**config.mk**
```make
export PLATFORM = sky130hd
export DESIGN_NAME = simple_alu_exec_pipe
export DESIGN_NICKNAME = d
export VERILOG_FILES = /design/src/rtl/simple_alu_exec_pipe_pkg.sv /design/src/rtl/simple_alu_exec_pipe_alu.sv /design/src/rtl/simple_alu_exec_pipe.sv
export SDC_FILE = /design/constraint.sdc
export NUM_CORES = 1
export LEC_CHECK = 0
export CORE_UTILIZATION = 55
export DETAILED_ROUTE_END_ITERATION = 10
export MAX_ROUTING_LAYER = met4
export PLACE_DENSITY = 0.84
export SLEW_MARGIN = 20
export SYNTH_ARGS = -nofsm -noshare
export SYNTH_HDL_FRONTEND = slang
export SYNTH_SLANG_ARGS = --single-unit
```
**constraint.sdc**
```tcl
create_clock -name clk -period 9.54 [get_ports clk]
set_clock_uncertainty 0.15 [all_clocks]
set_input_delay 1.908 -clock clk [delete_from_list [all_inputs] [get_ports clk]]
set_output_delay 1.908 -clock clk [all_outputs]
set_load 0.005 [all_outputs]
```
**src/rtl/simple_alu_exec_pipe_pkg.sv**
```systemverilog
// Shared widths, opcode encodings and flag-bit positions for the execute-stage pipe
// and its ALU datapath.
package simple_alu_exec_pipe_pkg;

  localparam int SIZE_DATA       = 32;
  localparam int SIZE_IMMEDIATE  = 16;
  localparam int SIZE_OPCODE_I   = 8;
  localparam int EXECUTION_FLAGS = 3;
  localparam int SHAMT_W         = $clog2(SIZE_DATA);

  localparam int FLAG_EXECUTED   = 2;
  localparam int FLAG_EXCEPTION  = 1;
  localparam int FLAG_MISPREDICT = 0;

  localparam logic [SIZE_OPCODE_I-1:0] OP_ADD  = 8'h01;
  localparam logic [SIZE_OPCODE_I-1:0] OP_SUB  = 8'h02;
  localparam logic [SIZE_OPCODE_I-1:0] OP_AND  = 8'h03;
  localparam logic [SIZE_OPCODE_I-1:0] OP_OR   = 8'h04;
  localparam logic [SIZE_OPCODE_I-1:0] OP_XOR  = 8'h05;
  localparam logic [SIZE_OPCODE_I-1:0] OP_SLL  = 8'h06;
  localparam logic [SIZE_OPCODE_I-1:0] OP_SRL  = 8'h07;
  localparam logic [SIZE_OPCODE_I-1:0] OP_SRA  = 8'h08;
  localparam logic [SIZE_OPCODE_I-1:0] OP_ADDI = 8'h09;
  localparam logic [SIZE_OPCODE_I-1:0] OP_SLT  = 8'h0A;
  localparam logic [SIZE_OPCODE_I-1:0] OP_LUI  = 8'h0B;

  typedef struct packed {
    logic [SIZE_DATA-1:0]      data1;
    logic [SIZE_DATA-1:0]      data2;
    logic [SIZE_IMMEDIATE-1:0] immd;
    logic [SIZE_OPCODE_I-1:0]  opcode;
  } ex_pkt_t;

endpackage

```
**src/rtl/simple_alu_exec_pipe_alu.sv**
```systemverilog
// Combinational ALU datapath; undecoded opcodes yield zero result and zero flags.
// EXCEPTION flags signed overflow on the add/subtract family.
module simple_alu_exec_pipe_alu
  import simple_alu_exec_pipe_pkg::*;
(
  input  logic [SIZE_DATA-1:0]       data1,
  input  logic [SIZE_DATA-1:0]       data2,
  input  logic [SIZE_IMMEDIATE-1:0]  immd,
  input  logic [SIZE_OPCODE_I-1:0]   opcode,
  output logic [SIZE_DATA-1:0]       result,
  output logic [EXECUTION_FLAGS-1:0] flags
);

  logic [SIZE_DATA-1:0] and_bits, or_bits, xor_bits;
  logic [SIZE_DATA-1:0] imm_sext, sum, diff, sum_imm;
  logic                 sum_ovf, diff_ovf, sum_imm_ovf;

  for (genvar gi = 0; gi < SIZE_DATA; gi++) begin : g_logic
    assign and_bits[gi] = data1[gi] & data2[gi];
    assign or_bits[gi]  = data1[gi] | data2[gi];
    assign xor_bits[gi] = data1[gi] ^ data2[gi];
  end

  assign imm_sext = {{(SIZE_DATA-SIZE_IMMEDIATE){immd[SIZE_IMMEDIATE-1]}}, immd};
  assign sum      = data1 + data2;
  assign diff     = data1 - data2;
  assign sum_imm  = data1 + imm_sext;

  // Overflow: operand signs agree (add) or differ (sub) and the result sign flips.
  assign sum_ovf     = (data1[SIZE_DATA-1] == data2[SIZE_DATA-1]) && (sum[SIZE_DATA-1] != data1[SIZE_DATA-1]);
  assign diff_ovf    = (data1[SIZE_DATA-1] != data2[SIZE_DATA-1]) && (diff[SIZE_DATA-1] != data1[SIZE_DATA-1]);
  assign sum_imm_ovf = (data1[SIZE_DATA-1] == imm_sext[SIZE_DATA-1]) && (sum_imm[SIZE_DATA-1] != data1[SIZE_DATA-1]);

  always_comb begin
    result = '0;
    flags  = '0;
    flags[FLAG_EXECUTED] = 1'b1;
    case (opcode)
      OP_ADD:  begin result = sum;     flags[FLAG_EXCEPTION] = sum_ovf;     end
      OP_SUB:  begin result = diff;    flags[FLAG_EXCEPTION] = diff_ovf;    end
      OP_ADDI: begin result = sum_imm; flags[FLAG_EXCEPTION] = sum_imm_ovf; end
      OP_AND:  result = and_bits;
      OP_OR:   result = or_bits;
      OP_XOR:  result = xor_bits;
      OP_SLL:  result = data1 << data2[SHAMT_W-1:0];
      OP_SRL:  result = data1 >> data2[SHAMT_W-1:0];
      OP_SRA:  result = $unsigned($signed(data1) >>> data2[SHAMT_W-1:0]);
      OP_SLT:  result = {{(SIZE_DATA-1){1'b0}}, ($signed(data1) < $signed(data2))};
      OP_LUI:  result = {immd, {(SIZE_DATA-SIZE_IMMEDIATE){1'b0}}};
      default: flags = '0;
    endcase
  end

endmodule

```
**src/rtl/simple_alu_exec_pipe.sv**
```systemverilog
// Execute-stage wrapper: EX operand latch -> ALU -> WB result latch with valid/ready
// backpressure, flush, early bypass broadcast and a wrapping retired-op counter.
module simple_alu_exec_pipe
  import simple_alu_exec_pipe_pkg::*;
#(
  parameter int TAG_W = 7,
  parameter int ROB_W = 7,
  parameter int CNT_W = 16
)
(
  input  logic                       clk,
  input  logic                       reset,
  input  logic                       flush_i,
  input  logic                       in_valid_i,
  output logic                       in_ready_o,
  input  logic [SIZE_DATA-1:0]       in_data1_i,
  input  logic [SIZE_DATA-1:0]       in_data2_i,
  input  logic [SIZE_IMMEDIATE-1:0]  in_immd_i,
  input  logic [SIZE_OPCODE_I-1:0]   in_opcode_i,
  input  logic [TAG_W-1:0]           in_tag_i,
  input  logic [ROB_W-1:0]           in_rob_i,
  output logic                       out_valid_o,
  input  logic                       out_ready_i,
  output logic [SIZE_DATA-1:0]       out_result_o,
  output logic [EXECUTION_FLAGS-1:0] out_flags_o,
  output logic [TAG_W-1:0]           out_tag_o,
  output logic [ROB_W-1:0]           out_rob_o,
  output logic                       byp_valid_o,
  output logic [TAG_W-1:0]           byp_tag_o,
  output logic [SIZE_DATA-1:0]       byp_data_o,
  output logic [CNT_W-1:0]           retired_cnt_o
);

  ex_pkt_t                    ex_pkt_reg;
  logic                       ex_valid_reg;
  logic [TAG_W-1:0]           ex_tag_reg;
  logic [ROB_W-1:0]           ex_rob_reg;
  logic                       wb_valid_reg;
  logic [SIZE_DATA-1:0]       wb_result_reg;
  logic [EXECUTION_FLAGS-1:0] wb_flags_reg;
  logic [TAG_W-1:0]           wb_tag_reg;
  logic [ROB_W-1:0]           wb_rob_reg;
  logic [CNT_W-1:0]           retired_cnt_reg, retired_cnt_next;

  logic [SIZE_DATA-1:0]       alu_result;
  logic [EXECUTION_FLAGS-1:0] alu_flags;
  logic                       wb_adv, ex_adv, wb_fire;

  assign wb_adv           = ex_valid_reg && (!wb_valid_reg || out_ready_i);
  assign in_ready_o       = !ex_valid_reg || wb_adv;
  assign ex_adv           = in_valid_i && in_ready_o;
  assign wb_fire          = wb_valid_reg && out_ready_i;
  assign retired_cnt_next = retired_cnt_reg + CNT_W'(1);

  simple_alu_exec_pipe_alu u_simple_alu (
    .data1  (ex_pkt_reg.data1),
    .data2  (ex_pkt_reg.data2),
    .immd   (ex_pkt_reg.immd),
    .opcode (ex_pkt_reg.opcode),
    .result (alu_result),
    .flags  (alu_flags)
  );

  // EX may drain and reload in the same cycle, so the load test comes before the drain.
  always_ff @(posedge clk) begin
    if (reset) begin
      ex_valid_reg <= 1'b0;
      ex_pkt_reg   <= '0;
      ex_tag_reg   <= '0;
      ex_rob_reg   <= '0;
    end else begin
      if (ex_adv) begin
        ex_pkt_reg <= '{data1: in_data1_i, data2: in_data2_i, immd: in_immd_i, opcode: in_opcode_i};
        ex_tag_reg <= in_tag_i;
        ex_rob_reg <= in_rob_i;
      end
      if (flush_i)     ex_valid_reg <= 1'b0;
      else if (ex_adv) ex_valid_reg <= 1'b1;
      else if (wb_adv) ex_valid_reg <= 1'b0;
    end
  end

  always_ff @(posedge clk) begin
    if (reset) begin
      wb_valid_reg  <= 1'b0;
      wb_result_reg <= '0;
      wb_flags_reg  <= '0;
      wb_tag_reg    <= '0;
      wb_rob_reg    <= '0;
    end else begin
      if (wb_adv) begin
        wb_result_reg <= alu_result;
        wb_flags_reg  <= alu_flags;
        wb_tag_reg    <= ex_tag_reg;
        wb_rob_reg    <= ex_rob_reg;
      end
      if (flush_i)          wb_valid_reg <= 1'b0;
      else if (wb_adv)      wb_valid_reg <= 1'b1;
      else if (out_ready_i) wb_valid_reg <= 1'b0;
    end
  end

  // A handshake in a flush cycle still completes, so the counter ignores flush_i.
  always_ff @(posedge clk) begin
    if (reset)        retired_cnt_reg <= '0;
    else if (wb_fire) retired_cnt_reg <= retired_cnt_next;
  end

  assign out_valid_o   = wb_valid_reg;
  assign out_result_o  = wb_result_reg;
  assign out_flags_o   = wb_flags_reg;
  assign out_tag_o     = wb_tag_reg;
  assign out_rob_o     = wb_rob_reg;
  assign retired_cnt_o = retired_cnt_reg;

  assign byp_valid_o = wb_adv && !flush_i && !reset;
  assign byp_tag_o   = ex_tag_reg;
  assign byp_data_o  = alu_result;

endmodule

```
==> results.md <==
- Status: finished clean
- I/O pins: 214
- Worst endpoint data arrival time: around 5.2 ns
- Post-CTS Hold Fix Bufs: 0
- Final Net Count: around 2,700
- Distinct cells, synth: just over 100
- Die Area: 32,690 sq um
- DR top layer: met4
- Placed insts: about 2,800
- GRT Total Usage: 46.38%
- Met3 wire len: approximately 8700 microns
- Via count: between 15,000 and 20,000
- Metal2 WL: ~32,000 microns
- Layout Utilization: around 64%
- Die X: roughly 180 microns
- Gate Count Post-Synth: approximately 2,400
- Post-detail-place hpwl: 56,020 microns
- CP endpoint kind: primary output
- Max Fclk: around 0.14 GHz
- Row count: 65
- Final hold vios: 0
- Leading cell types in the layout, fill and taps excluded: nand2_1, a21oi_1, clkdlybuf4s50_1
- Worst-path clk slew: 0.08 ns
- Initial DRC Count: just under 3,000
- Metal1 wirelength: about 30,000 microns
- Vias in the first global route: 18,217
- Clk buf depth: 2
- Largest net degree at the start of global routing: just over 100
- Unrepaired setup endpoints after global routing: false
- Hold WC Path Type: flop to flop
- Tot Pwr: 2.312 mW
- ANT nets after route: 0
- Yosys Warn Count: 0
- WL/cell: roughly 26 microns
- Max Fanout on Critical Path: 18
- Min Clock Period, post-route: between 7 and 8 ns
- Pwr dens: around 110 nW/um^2
- Mapped Nets: between 2,000 and 3,000
- DRT Wirelength: about 75,000 microns
- CP Launch Type: flop
- Setup TNS: 0 ns
- Core footprint: 31,470 sq um
- Most common cell after layout, fill and taps aside: nand2_1
- Non-Filler Instances: 2,855
- Synth Register Bits: 168
- Total of max-cap violations: 0
- DRT Pass-1 Iters: 9
- Slew Limit Fails: 0
- H-tree depth: 4
- Share of synthesized area occupied by flip-flops and latches: 19.13%
- Drt via density: 6.900
- Die H: around 180 microns
- Syn Area/Cell: approximately 7.4 sq um
- Gr ovfl total: 0
- Number of setup buffers added after CTS: 0
- Gp weighted congestion: between 1 and 1.5
- Mapped cell area: 17,580 sq um
- Number of flip-flops in the largest register: slightly below 90
- Number of remaining DRC errors: 0
- Effective utilization at floorplan: a little under three fifths
- Post-synthesis async set-or-reset flop share: 0%
- Slew HR: approximately 25%
- First-pass GRT wire length: 111,400 microns
- Clock sink count: approximately 170
- Crit share post-route: about three quarters
- Input/output buffers: roughly 210
- Area growth, synth to finish: 14.84%
- Ys flop type: dfxtp_1
- Tightest Pin Transition: between 1 and 1.5 ns
- Crit path required time: between 7 and 8 ns
- CTS tree: built
- Clk root buf: clkbuf_16
- CTS resizes: 0
- LEAKAGE: between 7 and 8 nW
- IR drop worst, VDD: between 0.1 and 0.15 mV
- Initial antenna violation count: 4
- Layout cells sized above 1: about 7.8%
- Total CTS buffers: 17
- CP Class: flop to primary output
- Post-synth EDFFs: 0
- Setup violators final: 0
- Insertion delay to the later sink of the worst-skew pair: around 0.49 ns
-- logic make-up after synthesis --
kind of cell	share of synthesized area [%]
XOR/XNOR	2.092
AO/OA/AOI/OAI	28.44
buffers and inverters	7.244
AND/OR/NAND/NOR	20.86
multiplexers	11.56
other	0.02133
flip-flops	19.13
adder cells (fa/ha/maj)	10.66
-- layout make-up --
cell class | count | area (sq um)
Multi-Input combinational cell | 1904 | 12990
Fill cell | 2679 | 11280
Sequential cell | 168 | 3373
Timing Repair Buffer | 239 | 2322
Tap cell | 402 | 503.0
Clock buffer | 17 | 425.4
Inverter | 106 | 397.9
Clock inverter | 15 | 173.9
Antenna cell | 4 | 10.01
-- worst max-delay path, stage by stage, from the launching register on --
cell	delay, ns
dfxtp_1	0.33
clkinv_1	0.61
ha_1	0.69
nor4_1	0.70
o21ai_2	0.21
a311o_2	0.48
nand3_1	0.17
nand2_1	0.09
xnor2_1	0.36
o211ai_1	0.25
or2_2	0.37
clkdlybuf4s50_1	0.44
-- final timing paths --
path	from	end	slack, ns	depth (start not counted)
hold reg to reg	out_tag_o[5]$_SDFFE_PP0P_	out_tag_o[5]$_SDFFE_PP0P_	0.31	2
setup / recovery	ex_pkt_reg[28]$_SDFFE_PP0P_	byp_data_o[29]	2.30	11
setup reg to reg	ex_pkt_reg[28]$_SDFFE_PP0P_	out_result_o[29]$_SDFFE_PP0P_	5.02	10
hold / removal	out_tag_o[5]$_SDFFE_PP0P_	out_tag_o[5]$_SDFFE_PP0P_	0.31	2
-- where the power goes --
part | leakage (nW) | switching (mW) | internal [mW]
sequential | 1.38 | 0.0619 | 0.733
combinational | 6.29 | 0.466 | 0.321
clock | 0.295 | 0.376 | 0.354
-- layer usage --
metal	global-route usage, %	up-vias
li1	-	8730
met1	59.69	9380
met2	67.88	1322
met3	10.78	267
met4	23.04	0
met5	-	-
-- cells in the mapped netlist, drive strengths merged (17+ instances only) --
master | instances | share of area (%)
a211oi | 24 | 1.0
a21o | 39 | 1.7
a21oi | 275 | 7.8
a221o | 17 | 0.97
a221oi | 21 | 1.0
a31oi | 23 | 0.90
and3 | 24 | 0.89
buf | 53 | 1.6
clkbuf | 133 | 3.3
dfxtp | 168 | 19
ha | 145 | 10
inv | 105 | 2.2
mux2i | 49 | 2.8
mux4 | 63 | 8.1
nand2 | 380 | 8.1
nand2b | 21 | 0.75
nand3 | 47 | 1.3
nand4 | 24 | 0.85
nor2 | 195 | 4.2
nor2b | 20 | 0.71
nor3 | 39 | 1.1
o211ai | 29 | 1.2
o21a | 22 | 0.94
o21ai | 131 | 3.8
o22ai | 19 | 0.68
xnor2 | 23 | 1.1
xor2 | 19 | 0.95
-- metrics by stage --
stage / setup slack, ns / hold slack, ns / instance area [sq um]
final: 2.300 / 0.3082 / 20190
after detailed placement: 2.991 / 0.2956 / 19580
after floorplan: 3.992 / 0.2821 / 17580
after CTS: 2.458 / 0.3061 / 20170
after global placement: 3.028 / 0.2864 / 19580
after global routing: 2.283 / 0.3318 / 20190
No activity file was read; power rests on OpenSTA's default activity.
